==> src/rtl/cam_match_resolver_if.sv <==
// Bundle between the CAM search stage, the match resolver and the hit consumer.
// The slave side is the resolver; the master side is whatever drives searches and takes hits.
interface cam_match_resolver_if #(
  parameter int DEPTH = 16
);
  localparam int IDX_W = $clog2(DEPTH);
  localparam int CNT_W = $clog2(DEPTH + 1);

  logic [DEPTH-1:0] match_in;
  logic             search_valid;
  logic             search_ready;
  logic             hit_valid;
  logic             hit_ready;
  logic [IDX_W-1:0] hit_index;
  logic             hit_last;
  logic [CNT_W-1:0] hit_count;
  logic             miss;

  modport slave (
    input  match_in, search_valid, hit_ready,
    output search_ready, hit_valid, hit_index, hit_last, hit_count, miss
  );

  modport master (
    output match_in, search_valid, hit_ready,
    input  search_ready, hit_valid, hit_index, hit_last, hit_count, miss
  );
endinterface

==> src/rtl/cam_match_resolver.sv <==
// Captures a CAM match vector on a search strobe and streams out the matching
// entry indices lowest first, with a last flag, a hit count and a miss pulse.
module cam_match_resolver #(
  parameter int DEPTH = 16
) (
  input logic                 clk,
  input logic                 rst,
  cam_match_resolver_if.slave bus
);
  localparam int IDX_W = $clog2(DEPTH);
  localparam int CNT_W = $clog2(DEPTH + 1);

  typedef enum logic {IDLE, DRAIN} state_t;

  state_t           state_q, state_d;
  logic [DEPTH-1:0] pending_q, pending_d;
  logic [CNT_W-1:0] hit_count_q, hit_count_d;
  logic             miss_q, miss_d;

  logic [IDX_W-1:0] low_idx;
  logic [DEPTH-1:0] pending_minus1;
  logic             single;

  function automatic logic [CNT_W-1:0] popcount(input logic [DEPTH-1:0] v);
    logic [CNT_W-1:0] cnt;
    cnt = '0;
    for (int i = 0; i < DEPTH; i++) begin
      cnt = cnt + CNT_W'(v[i]);
    end
    return cnt;
  endfunction

  // x & (x-1) both tests for a single set bit and clears the lowest one.
  always_comb begin
    low_idx        = '0;
    pending_minus1 = pending_q - DEPTH'(1);
    for (int i = DEPTH - 1; i >= 0; i--) begin
      if (pending_q[i]) begin
        low_idx = IDX_W'(i);
      end
    end
    single = (pending_q != '0) && ((pending_q & pending_minus1) == '0);
  end

  always_comb begin
    state_d     = state_q;
    pending_d   = pending_q;
    hit_count_d = hit_count_q;
    miss_d      = 1'b0;
    if (state_q == IDLE) begin
      if (bus.search_valid) begin
        pending_d   = bus.match_in;
        hit_count_d = popcount(bus.match_in);
        if (bus.match_in != '0) begin
          state_d = DRAIN;
        end else begin
          miss_d = 1'b1;
        end
      end
    end else begin
      if (bus.hit_ready) begin
        pending_d = pending_q & pending_minus1;
        if (single) begin
          state_d = IDLE;
        end
      end
    end
  end

  always_ff @(posedge clk) begin
    if (rst) begin
      state_q     <= IDLE;
      pending_q   <= '0;
      hit_count_q <= '0;
      miss_q      <= 1'b0;
    end else begin
      state_q     <= state_d;
      pending_q   <= pending_d;
      hit_count_q <= hit_count_d;
      miss_q      <= miss_d;
    end
  end

  // pending is always zero in IDLE, so low_idx naturally reads 0 there.
  assign bus.search_ready = (state_q == IDLE);
  assign bus.hit_valid    = (state_q == DRAIN);
  assign bus.hit_index    = low_idx;
  assign bus.hit_last     = (state_q == DRAIN) && single;
  assign bus.hit_count    = hit_count_q;
  assign bus.miss         = miss_q;
endmodule

==> src/flat_wrapper.sv <==
// flat-port wrapper written by rule: the top's interface ports become plain ports
module cam_match_resolver_flat 
#(
  parameter int DEPTH = 16
)
  (clk, rst, bus_match_in, bus_search_valid, bus_hit_ready, bus_search_ready, bus_hit_valid, bus_hit_index, bus_hit_last, bus_hit_count, bus_miss);
  cam_match_resolver_if #(.DEPTH(DEPTH)) bus_i ();
  input logic clk;
  input logic rst;
  input wire logic [$bits(bus_i.match_in)-1:0] bus_match_in;
  input wire logic [$bits(bus_i.search_valid)-1:0] bus_search_valid;
  input wire logic [$bits(bus_i.hit_ready)-1:0] bus_hit_ready;
  output wire logic [$bits(bus_i.search_ready)-1:0] bus_search_ready;
  output wire logic [$bits(bus_i.hit_valid)-1:0] bus_hit_valid;
  output wire logic [$bits(bus_i.hit_index)-1:0] bus_hit_index;
  output wire logic [$bits(bus_i.hit_last)-1:0] bus_hit_last;
  output wire logic [$bits(bus_i.hit_count)-1:0] bus_hit_count;
  output wire logic [$bits(bus_i.miss)-1:0] bus_miss;
  assign bus_i.match_in = bus_match_in;
  assign bus_i.search_valid = bus_search_valid;
  assign bus_i.hit_ready = bus_hit_ready;
  assign bus_search_ready = bus_i.search_ready;
  assign bus_hit_valid = bus_i.hit_valid;
  assign bus_hit_index = bus_i.hit_index;
  assign bus_hit_last = bus_i.hit_last;
  assign bus_hit_count = bus_i.hit_count;
  assign bus_miss = bus_i.miss;
  cam_match_resolver #(.DEPTH(DEPTH)) u_core (.clk(clk), .rst(rst), .bus(bus_i));
endmodule
==> config.mk <==
export PLATFORM = sky130hd
export DESIGN_NAME = cam_match_resolver_flat
export DESIGN_NICKNAME = d
export VERILOG_FILES = /design/src/rtl/cam_match_resolver_if.sv /design/src/rtl/cam_match_resolver.sv /design/src/flat_wrapper.sv
export SDC_FILE = /design/constraint.sdc
export NUM_CORES = 1
export LEC_CHECK = 0
export ABC_AREA = 1
export BUFFER_PORTS_ARGS = -buffer_cell sky130_fd_sc_hd__buf_2
export CAP_MARGIN = 20
export CORE_AREA = 2 2 76 78
export CTS_CLUSTER_SIZE = 14
export DETAILED_ROUTE_END_ITERATION = 8
export DIE_AREA = 0 0 78 80
export GPL_TIMING_DRIVEN = 0
export PLACE_DENSITY_LB_ADDON = 0.15
export SLEW_MARGIN = 15
export SYNTH_ARGS = -nofsm -noshare
export SYNTH_HDL_FRONTEND = slang
export SYNTH_SLANG_ARGS = --single-unit
==> constraint.sdc <==
create_clock -name clk -period 7.2 [get_ports clk]
set_clock_uncertainty 0.1 [all_clocks]
set_input_delay 1.44 -clock clk [delete_from_list [all_inputs] [get_ports clk]]
set_output_delay 1.44 -clock clk [all_outputs]
set_load 0.005 [all_outputs]
# Word level (Yosys, flattened, before mapping)
# Index checks and enable logic that the tools add are counted.
# op_classes
n_lt_le_gt_ge	0
muxes	25
multipliers	0
bitwise	3
n_reduce_logical	9
n_eq_ne	1
n_div	0
shift	0
n_addsub	16
# op_table
op	n
adder 5 x 1 -> 5 bit	14
two-way mux 4 bit	16
two-way mux 16 bit	3
nonzero test 16 bit	2
bitwise AND 16 bit	1
zero test 16 bit	1
subtractor 16 x 1 -> 16 bit, second input constant	1
two-way mux 1 bit	6
AND reduction 2 bit	2
OR reduction 3 bit	1
adder 1 x 1 -> 2 bit	1
logical AND 1 bit	2
inequality test 2 bit, second input constant	1
NOT 1 bit	2
nonzero test 2 bit	1
# totals
rom_bits	0
latchBits	0
mem_bits_rw	0
memories	0
input_bits	20
register_bits	23

# Longest topological paths before layout
# depth
ltp_word	16
depth_mapped	16
depth_no_buf	16

# Least setup slack after synthesis
# OpenSTA, ideal clock, no wires.
# synth_path
path_kind	in2reg
start	input port bus_match_in[0]
end	register u_core.hit_count_q[1], in the netlist u_core.bus.hit_count[1]
setup_time_ps	116
t_required_ps	6984
path_slack_ps	2308
arrival_time_ps	4677
n_path_buf	0
cell_stages	12
path_cell_list	inv_1 ha_1 inv_1 fa_1 fa_1 fa_1 fa_1 fa_1 inv_1 fa_1 o21ai_0 nor2_1
# synth_between
elab_chain_len	15
# synth_rtl
item	line_no	text
start, declared	flat_wrapper.sv:10	input wire logic [$bits(bus_i.match_in)-1:0] bus_match_in;
adder 1 x 1 -> 2 bit	cam_match_resolver.sv:28	cnt = cnt + CNT_W'(v[i]);
adder 5 x 1 -> 5 bit (14 in a row)	cam_match_resolver.sv:28	
end signal, assigned	cam_match_resolver.sv:79	hit_count_q <= hit_count_d;
end, declared	cam_match_resolver.sv:17	logic [CNT_W-1:0] hit_count_q, hit_count_d;
# Every way passes these cells.
# A chain may end at the register's enable or synchronous reset.

# Worst setup path after layout
# Same ends and word-level chain as after synthesis.

==> flow_summary.rst <==
.. list-table::
   :header-rows: 1

   * - Metric
     - Value
   * - EDFF count, synth
     - 0
   * - Master cell of the clock root buffer
     - clkbuf_8
   * - Port Buf Inserts
     - 31
   * - Clock sink count
     - 23
   * - Average instance area after synthesis
     - approximately 6.7 µm²
   * - Detail-routed via count per cell
     - 4.64
   * - Ys Warns
     - 0
   * - Clock-pin slew of the registers on the worst-case setup and hold paths
     - roughly 80 ps
   * - Fraction of the cycle the final worst path needs
     - approximately two thirds
   * - Half-perimeter wire length after placement
     - 4130 µm
   * - Critical path start-end classification
     - in -> reg
   * - # setup viols final
     - 0
   * - Worst path arrival time
     - 4970 ps
   * - Number of routed nets with antenna violations
     - 0
   * - Main combinational cell family by area after synthesis
     - simple AND/OR/NAND/NOR gates
   * - Largest area contributor in the synthesized netlist
     - dfxtp_1
   * - Sequential cell fraction of total power
     - between 30% and 40%
   * - Area added between synthesis and finish
     - 15.6%
   * - Number of antenna violations at the first check in global routing
     - 0
   * - Fraction of final layout cells with drive strength greater than 1
     - 18.8%
   * - Synthesized-area fraction occupied by ao, oa, aoi and oai cells
     - 18.3%
   * - Weighted congestion at the end of routability-driven global placement
     - approximately 0.87
   * - Unrepaired setup endpoints after global routing
     - false
   * - Antenna fix cells
     - 0
   * - Maximum Capacitance Violations
     - 0
   * - Startpoint types
     - input pin
   * - Maximum number of pins on one net before global-route repair
     - 13
   * - Type of the worst min-delay path
     - reg -> reg
   * - Number of H-tree levels
     - 1
   * - Net switching power
     - ~0.20 mW
   * - Multiplexer share of the synthesized area
     - 0%
   * - Num CTS Buffers
     - 3
   * - Core Area
     - 5410 µm²
   * - Final WL
     - ~4900 µm
   * - Clock Path Buffers
     - 2
   * - Post-synth ARST share
     - 0%
   * - Status
     - completed
   * - Number of design rule violations left after detail routing
     - 0
   * - Distinct cell type count of the synthesized netlist
     - 29
   * - Power per Cell Area
     - 219 nW/µm²
   * - Number of pins with negative max-slew slack in the final report
     - 0
   * - Cells after synthesis
     - 278
   * - Area of the die
     - 6240 µm²
   * - Post-cts gate resize count
     - 0
   * - Capturing element type of the critical path
     - flip-flop
   * - Post-detailed-placement cell area
     - between 2000 and 2500 µm²
   * - Post-synthesis adder-cell area fraction
     - between 15 and 20%
   * - GRT Residual Overflow
     - 0
   * - Leading post-synthesis cells by instance count
     - nand2_1 (67), inv_1 (53), o21ai_0 (29)
   * - Clock Power Share
     - 17.7%
   * - Area share of and/or/nand/nor cells after synthesis
     - 27.5%
   * - Number of nets in the layout
     - 351
   * - Via Count
     - 1787
   * - Flop and latch count out of synthesis
     - 23
   * - Area fraction of the dominant cell type after synthesis
     - 24.7%
   * - Measured slew at the worst slew-check pin
     - ~490 ps
   * - Pre-Repair DR Iteration Count
     - 4
   * - Most frequent cell after synthesis
     - nand2_1
   * - Number of DRC markers in iteration 0
     - 106
   * - Synthesized-area fraction occupied by xor and xnor cells
     - 0.470%
   * - Proportion of synthesized chip area in sequential cells
     - 24.7%
   * - Leading register cell type out of synthesis
     - dfxtp_1
   * - Worst Path Max Fanout
     - 3
   * - Final number of hold-violating endpoints
     - 0
   * - Switching share of total power
     - 41.6%
   * - Height of the die
     - roughly 80 µm
   * - Leakage power
     - 1.13 nW
   * - Post-detailed-route wirelength per cell
     - ~13 µm
   * - Relative contribution of combinational cells to total power
     - about half
   * - Count of boundary I/O pins
     - 33
   * - Accumulated negative setup slack
     - 0 ps
   * - Worst Path Required
     - 7260 ps
   * - Final critical-path required period
     - 4910 ps
   * - Hold-fix buffers, CTS
     - 0
   * - Starting Density
     - 34.4%
   * - Max Fclk
     - 0.204 GHz
   * - Worst slew margin relative to its limit
     - 67.0%
   * - Number of nets produced by synthesis
     - 315
   * - Number of placement rows
     - 27
   * - VDD IR-drop max
     - 0.108 mV
   * - Vias in the first global route
     - 1726
   * - Skew-Pair Late Insertion Delay
     - between 200 and 300 ps
   * - Post-layout instance area
     - 2150 µm²
   * - Synthesized cell area
     - 1860 µm²
   * - Largest cells by area after synthesis
     - dfxtp_1 (25%), nand2_1 (14%), fa_1 (11%)
   * - # Post-CTS Setup Buffers
     - 0
   * - Die outline width
     - between 70 and 80 µm
   * - Clock tree from TritonCTS
     - yes
   * - Internal power summed over all cells
     - between 0.2 and 0.3 mW
   * - Total global-route track usage
     - 16.8%
   * - First-pass GRT wire length
     - 8200 µm
==> cells in the final DEF (no fill, tap or decap), drive strengths merged <==
master / n
a21oi: 17
a221oi: 1
a31oi: 2
buf: 35
clkbuf: 7
dfxtp: 23
fa: 10
ha: 7
inv: 58
nand2: 70
nand3: 7
nand4: 4
nor2: 28
nor3: 2
nor4: 1
o211ai: 7
o21ai: 31
o22ai: 1
o31ai: 1
xnor2: 1
==> cell families (layout without fill, tap and decap cells) <==
group / Yosys count / in the layout
simple gates: 112 / 112
buf+inv: 65 / 100
compound gates: 60 / 60
flops: 23 / 23
fa+ha+maj: 17 / 17
xor+xnor: 1 / 1
==> power by group through the flow <==
stage          registers, mW  clock network [mW]  logic (mW)
2_1_floorplan          0.158                   0       0.172
4_1_cts                0.158              0.0858       0.234
5_1_grt                0.161              0.0910       0.273
3_3_place_gp           0.161                   0       0.232
6_report               0.158              0.0833       0.229
3_5_place_dp           0.161                   0       0.233
==> routing by layer <==
layer | share of wire, % | global-route usage [%]
met4 | 1.3 | 3.86
met2 | 48 | 29.7
met5 | 0 | 0
met1 | 47 | 21.8
met3 | 4.1 | 1.92
==> sequential cells by signal, summed over array words and instances, names as in the netlist <==
register and flops:
u_core.bus.miss 1, u_core.pending_q 16, u_core.bus.hit_count 5, u_core.bus.hit_valid 1
==> path summary, 6_finish.rpt <==
kind	startpoint	depth (start not counted)	endpoint	slack (ps)
min	u_core.bus.hit_count[4]	2	u_core.bus.hit_count[4]	370
max	bus_match_in[0]	13	u_core.bus.hit_count[1]	2290
min reg2reg	u_core.bus.hit_count[4]	2	u_core.bus.hit_count[4]	370
max reg2reg	u_core.pending_q[0]	10	u_core.bus.hit_valid	5500
==> worst max-delay path: stages <==
cell     delay (ps)
buf_2           120
inv_1            50
ha_1            280
inv_1            70
fa_1            430
fa_1            500
fa_1            540
fa_1            440
fa_1            370
inv_1            90
fa_1            400
o21ai_0         200
nor2_1           60
==> final cells by class <==
type,count,area (µm²)
Fill cell,619,3250
Multi-Input combinational cell,190,1150
Sequential cell,23,460
Inverter,58,218
Timing Repair Buffer,31,155
Tap cell,72,90.1
Clock buffer,4,45.0
Buffer,7,33.8
==> per-stage QoR <==
step / hold WS, ps / util (%) / total power [mW] / setup WS [ps] / instances
6_report: 365 / 39.8 / 0.471 / 2290 / 385
5_1_grt: 420 / 39.8 / 0.524 / 2050 / 385
3_3_place_gp: 354 / 39.0 / 0.393 / 1990 / 381
2_1_floorplan: 358 / - / 0.330 / 2310 / 278
3_5_place_dp: 358 / 39.0 / 0.394 / 1970 / 381
4_1_cts: 370 / 39.8 / 0.478 / 2260 / 385
No activity file was read; power rests on OpenSTA's default activity.
